`config.mk`:
```
export PLATFORM = sky130hd
export DESIGN_NAME = spi_ram_burst_slave
export DESIGN_NICKNAME = d
export VERILOG_FILES = /design/src/rtl/spi_ram_burst_slave.sv
export SDC_FILE = /design/constraint.sdc
export NUM_CORES = 2
export LEC_CHECK = 0
export BUFFER_PORTS_ARGS = -buffer_cell sky130_fd_sc_hd__buf_2
export CORE_MARGIN = 2
export CORE_UTILIZATION = 30
export DETAILED_ROUTE_END_ITERATION = 6
export PLACE_DENSITY_LB_ADDON = 0.2
export REMOVE_ABC_BUFFERS = 1
export SLEW_MARGIN = 15
export SYNTH_ARGS = -nofsm -noshare
export SYNTH_HDL_FRONTEND = slang
export SYNTH_SLANG_ARGS = --single-unit
```
`constraint.sdc`:
```
create_clock -name clk -period 10 [get_ports clk]
set_input_delay 2 -clock clk [delete_from_list [all_inputs] [get_ports clk]]
set_output_delay 2 -clock clk [all_outputs]
set_load 0.03 [all_outputs]
```
`src/rtl/spi_ram_burst_slave.sv`:
```
// SPI slave with an on-chip single-port RAM and streaming burst access.
// One SPI bit is handled per clk edge while SS_n is low. A 2-bit command
// selects address load, streaming write, or streaming read. An early SS_n
// rise during an address field, a data word, or the command produces a
// one-cycle abort pulse.
module spi_ram_burst_slave #(
    parameter int ADDR_WIDTH = 8,
    parameter int DATA_WIDTH = 8,
    parameter int AUTO_INC   = 1
) (
    input  logic clk,
    input  logic rst,
    input  logic MOSI,
    input  logic SS_n,
    output logic MISO,
    output logic busy,
    output logic abort
);

    // The shared receive shift register is as wide as the larger field.
    localparam int RW    = (ADDR_WIDTH > DATA_WIDTH) ? ADDR_WIDTH : DATA_WIDTH;
    localparam int CW    = $clog2(RW + 1);
    localparam int DEPTH = 1 << ADDR_WIDTH;

    localparam logic [CW-1:0]         A_LAST   = CW'(ADDR_WIDTH - 1);
    localparam logic [CW-1:0]         D_LAST   = CW'(DATA_WIDTH - 1);
    localparam logic [CW-1:0]         CNT_ONE  = CW'(1);
    localparam logic [ADDR_WIDTH-1:0] PTR_STEP = (AUTO_INC != 0) ? ADDR_WIDTH'(1) : '0;

    typedef enum logic [2:0] {
        IDLE,
        CMD,
        WADDR,
        WDATA,
        RADDR,
        RTURN,
        RDATA
    } state_t;

    state_t state_q, state_d;

    logic [CW-1:0]         bit_cnt_q, bit_cnt_d;
    logic                  cmd_msb_q, cmd_msb_d;
    logic                  addr_done_q, addr_done_d;
    logic [RW-1:0]         rx_sr_q, rx_sr_d;
    logic [DATA_WIDTH-1:0] tx_sr_q, tx_sr_d;
    logic [DATA_WIDTH-1:0] pre_q, pre_d;
    logic [ADDR_WIDTH-1:0] wptr_q, wptr_d;
    logic [ADDR_WIDTH-1:0] rptr_q, rptr_d;
    logic                  miso_q, miso_d;
    logic                  abort_q, abort_d;

    logic [RW-1:0]         rx_shift;
    logic                  mem_we;
    logic [DATA_WIDTH-1:0] mem_rdata;
    logic                  frame_abort;

    logic [DATA_WIDTH-1:0] mem [DEPTH];

    assign rx_shift  = {rx_sr_q[RW-2:0], MOSI};
    assign mem_rdata = mem[rptr_q];

    // State register; reset returns the FSM to IDLE from anywhere.
    always_ff @(posedge clk or posedge rst) begin
        if (rst) begin
            state_q <= IDLE;
        end else begin
            state_q <= state_d;
        end
    end

    // Next-state logic: SS_n high always ends the frame, otherwise walk the command.
    always_comb begin
        state_d = state_q;
        if (SS_n) begin
            state_d = IDLE;
        end else begin
            unique case (state_q)
                IDLE: state_d = CMD;
                CMD: begin
                    unique case ({cmd_msb_q, MOSI})
                        2'b00:   state_d = WADDR;
                        2'b01:   state_d = WDATA;
                        2'b10:   state_d = RADDR;
                        default: state_d = RTURN;
                    endcase
                end
                RTURN:   state_d = RDATA;
                default: state_d = state_q;
            endcase
        end
    end

    // Output logic: busy follows the state, MISO and abort come straight from flops.
    always_comb begin
        busy  = (state_q != IDLE);
        MISO  = miso_q;
        abort = abort_q;
    end

    // A frame that ends while a field or word is half received is an abort.
    always_comb begin
        frame_abort = 1'b0;
        unique case (state_q)
            CMD:          frame_abort = 1'b1;
            WADDR, RADDR: frame_abort = !addr_done_q;
            WDATA:        frame_abort = (bit_cnt_q != '0);
            default:      frame_abort = 1'b0;
        endcase
    end

    // Datapath next-values: field shifting, RAM write strobe, read prefetch and pointer updates.
    always_comb begin
        bit_cnt_d   = bit_cnt_q;
        cmd_msb_d   = cmd_msb_q;
        addr_done_d = addr_done_q;
        rx_sr_d     = rx_sr_q;
        tx_sr_d     = tx_sr_q;
        pre_d       = pre_q;
        wptr_d      = wptr_q;
        rptr_d      = rptr_q;
        miso_d      = 1'b0;
        abort_d     = 1'b0;
        mem_we      = 1'b0;

        if (SS_n) begin
            bit_cnt_d   = '0;
            addr_done_d = 1'b0;
            rx_sr_d     = '0;
            abort_d     = frame_abort;
        end else begin
            unique case (state_q)
                IDLE: begin
                    cmd_msb_d = MOSI;
                    bit_cnt_d = '0;
                end
                CMD: begin
                    bit_cnt_d   = '0;
                    addr_done_d = 1'b0;
                    rx_sr_d     = '0;
                end
                WADDR, RADDR: begin
                    if (!addr_done_q) begin
                        rx_sr_d   = rx_shift;
                        bit_cnt_d = bit_cnt_q + CNT_ONE;
                        if (bit_cnt_q == A_LAST) begin
                            addr_done_d = 1'b1;
                            if (state_q == WADDR) begin
                                wptr_d = rx_shift[ADDR_WIDTH-1:0];
                            end else begin
                                rptr_d = rx_shift[ADDR_WIDTH-1:0];
                            end
                        end
                    end
                end
                WDATA: begin
                    rx_sr_d = rx_shift;
                    if (bit_cnt_q == D_LAST) begin
                        bit_cnt_d = '0;
                        mem_we    = 1'b1;
                        wptr_d    = wptr_q + PTR_STEP;
                    end else begin
                        bit_cnt_d = bit_cnt_q + CNT_ONE;
                    end
                end
                RTURN: begin
                    tx_sr_d   = mem_rdata;
                    rptr_d    = rptr_q + PTR_STEP;
                    bit_cnt_d = '0;
                end
                RDATA: begin
                    miso_d  = tx_sr_q[DATA_WIDTH-1];
                    tx_sr_d = {tx_sr_q[DATA_WIDTH-2:0], 1'b0};
                    if (bit_cnt_q == '0) begin
                        pre_d = mem_rdata;
                    end
                    if (bit_cnt_q == D_LAST) begin
                        tx_sr_d   = (bit_cnt_q == '0) ? mem_rdata : pre_q;
                        rptr_d    = rptr_q + PTR_STEP;
                        bit_cnt_d = '0;
                    end else begin
                        bit_cnt_d = bit_cnt_q + CNT_ONE;
                    end
                end
                default: begin
                    bit_cnt_d = bit_cnt_q;
                end
            endcase
        end
    end

    // Datapath registers; reset clears pointers and shift registers but not the RAM.
    always_ff @(posedge clk or posedge rst) begin
        if (rst) begin
            bit_cnt_q   <= '0;
            cmd_msb_q   <= 1'b0;
            addr_done_q <= 1'b0;
            rx_sr_q     <= '0;
            tx_sr_q     <= '0;
            pre_q       <= '0;
            wptr_q      <= '0;
            rptr_q      <= '0;
            miso_q      <= 1'b0;
            abort_q     <= 1'b0;
        end else begin
            bit_cnt_q   <= bit_cnt_d;
            cmd_msb_q   <= cmd_msb_d;
            addr_done_q <= addr_done_d;
            rx_sr_q     <= rx_sr_d;
            tx_sr_q     <= tx_sr_d;
            pre_q       <= pre_d;
            wptr_q      <= wptr_d;
            rptr_q      <= rptr_d;
            miso_q      <= miso_d;
            abort_q     <= abort_d;
        end
    end

    // RAM write port, updated on the edge that samples a word's last bit.
    always_ff @(posedge clk) begin
        if (mem_we) begin
            mem[wptr_q] <= rx_shift[DATA_WIDTH-1:0];
        end
    end

endmodule

```
==> impl_metrics.tcl <==
set metrics [dict create \
    multiInputGateArea_um2 18200 \
    finClkSkew_ns 0.0497 \
    r2r-end "tx_sr_q[0]" \
    htreeDepth 4 \
    clk_pin_slew_ns 0.07 \
    grt_max_degree 163 \
    fin_util_pct 34.3 \
    ctsResizeCount 0 \
    critPathArrivalTime_ns 5.76 \
    r2r_slack_ns 4.94 \
    synthTopCellsByArea "edfxtp_1, mux4_2, mux2i_1, dfrtp_1, nor2_1" \
    slew_headroom_pct 17.5 \
    final.period_utilization_pct 52.7 \
    finalInstanceArea_um2 93700 \
    yosysTopAreaCell "edfxtp_1" \
    cts_tree "yes" \
    hold_viol_final 0 \
    crit_path_start_kind "input port" \
    nNetsFinal 4041 \
    antenna_found_initial 18 \
    dpl_cell_area_um2 86400 \
    ff2ff_path_depth 10 \
    r2r_start "rptr_q[3]" \
    grt_pass1_wl_um 348000 \
    drt_wl_total_um 250000 \
    cts_sinks 2098 \
    routed_via_density 5.23 \
    ir_worst_vdd_mv 0.280 \
    drt-initial-drc-count 5021 \
    cts_buffers 217 \
    cp-endpoint "mem[42][2]" \
    synth.most_common_cell "edfxtp_1" \
    crit_required_ns 10.49 \
    postCtsHoldBufs 0 \
    p_per_area_nw_per_um2 246 \
    cts_setup_buffers 0 \
    critPathCaptureType "register" \
    cellLeakagePower_nw 31.9 \
    syn_avg_cell_area_um2 20.8 \
    drc 0 \
    grt_pass1_vias 41200 \
    maxCapViolations 0 \
    grt_remaining_overflow 0 \
    startpoint "SS_n" \
    numPortBuffers 6 \
    fillers 25300 \
    fin_crit_ns 5.27 \
    rows 192 \
    grt_use_met3_pct 2.83 \
    grt-busiest-layer "met2" \
    avgRoutedWirePerCell_um 32.0 \
    fp.coreArea_um2 273000 \
    synth-seq-cells 2098 \
    ys.warnings.count 0 \
    worst_pin_slew_ns 1.23 \
    cp_max_fo 16 \
    vias 40900 \
    syn_to_final_growth_pct 13.9 \
    use_met1_pct 25.7 \
    ys_seq_area_share_pct 76.3 \
    rsz0062_at_grt "no" \
    hold_path_class "reg -> reg" \
    post-dp-hpwl_um 146000 \
    synth_flop_cell "edfxtp_1" \
    root_buffer "clkbuf_16" \
    drt-pass1-iter-count 5 \
    gp_congestion 0.823 \
    met2_usage_pct 28.6 \
    antenna_left 0 \
    die_area_um2 278000 \
    netlist_area_um2 82300 \
    synth-async-reset-ratio_pct 2.38 \
    maxSlewViolCount 0 \
    clockBufferDepth 3 \
    seq_area_um2 62800 \
    start_util_pct 30.1 \
    die_h_um 528 \
    synth_edf_count 2048 \
    ys_types 75 \
    ys_top_cells_by_count "edfxtp_1, mux4_2, nor2_1" \
    syn_inst 3956 \
    fp.dieW_um 528 \
    grt_util_all_layers_pct 17.8 \
    clk_latency_ns 0.88 \
    finalSetupViolations 0 \
    synth.top_cell.area_share_pct 74.8 \
    status "finished clean" \
    io_pins 7 \
    fmax_mhz 190 \
    critPathKind "in -> reg" \
    drive_gt1_share_pct 23.5 \
]
[area by class of cell]
class                   count  share of cell area [%]
well taps                3589                    4.79
diodes                      5                  0.0133
clock buffers             261                    6.07
clock inverters           146                    1.71
multi-input cells        1606                    19.5
inverters                  18                  0.0774
flip-flops and latches   2098                    67.0
repair buffers             89                   0.881
[through the flow]
stage          setup TNS [ns]  power (mW)  std cells  hold slack, ns  worst slack [ns]
2_1_floorplan         -251.21        13.8       3722           0.453            -11.27
3_3_place_gp                0        15.0       7400           0.476              3.89
3_5_place_dp                0        15.0       7400           0.492              3.87
4_1_cts                     0        23.3       7807           0.496              4.78
5_1_grt                     0        23.8       7810           0.511              4.63
6_report                    0        23.0       7812           0.492              4.73
[placed cells by master (no fill, tap or decap), types with 18 or more instances in the layout]
master,instances
o21ai_0,52
a221oi_1,22
nand3_1,23
mux2_2,30
a21oi_1,74
buf_4,70
clkinv_1,51
edfxtp_1,2048
nor2_1,318
nand2_1,113
o22ai_1,21
clkbuf_1,38
clkinv_2,43
nor3_1,18
bufinv_16,27
mux4_2,498
a22oi_1,51
clkbuf_16,220
mux2i_1,130
dfrtp_1,36
[worst min-delay path by stage]
stage,cells past startpoint,startpoint,endpoint
after floorplan,1,tx_sr_q[7],MISO
after global placement,1,pre_q[5],pre_q[5]
after detailed placement,1,tx_sr_q[7],MISO
after CTS,1,tx_sr_q[7],MISO
after global routing,1,tx_sr_q[7],MISO
final,1,tx_sr_q[7],MISO
[state kept, by name, indices dropped and copies added (netlist names)]
signal       count
state_q          3
pre_q            8
mem           2048
abort            1
addr_done_q      1
bit_cnt_q        4
wptr_q           8
rptr_q           8
MISO             1
tx_sr_q          8
rx_sr_q          7
cmd_msb_q        1
[critical path, cell delays in order]
cell     delay (ns)
buf_2          0.19
nor3_1         0.32
nand3_1        0.42
nor4_2         1.12
nand2_1        0.87
nor2_1         0.82
[cell families after synthesis]
group	count (synthesis)	share of synthesized area [%]
flip-flops	2098	76.3
AO/OA/AOI/OAI	359	3.02
multiplexers	666	15.9
buffers and inverters	252	1.74
AND/OR/NAND/NOR	573	2.97
adder cells (fa/ha/maj)	7	0.106
XOR/XNOR	1	0.0106
[where the power goes]
part,internal (mW),total [mW],switching (mW)
clock,4.77,8.32,3.55
combinational,1.79,4.89,3.10
sequential,9.63,9.83,0.206
total,16.2,23.0,6.85
[layer usage]
metal	wire [um]	part of all wire, %	vias up
met3	15300	6.1	245
met5	13	0.0052	-
li1	-	-	16600
met2	119000	48	1535
met4	3760	1.5	2
met1	111000	45	22500
(Power assumes the default switching activity.)
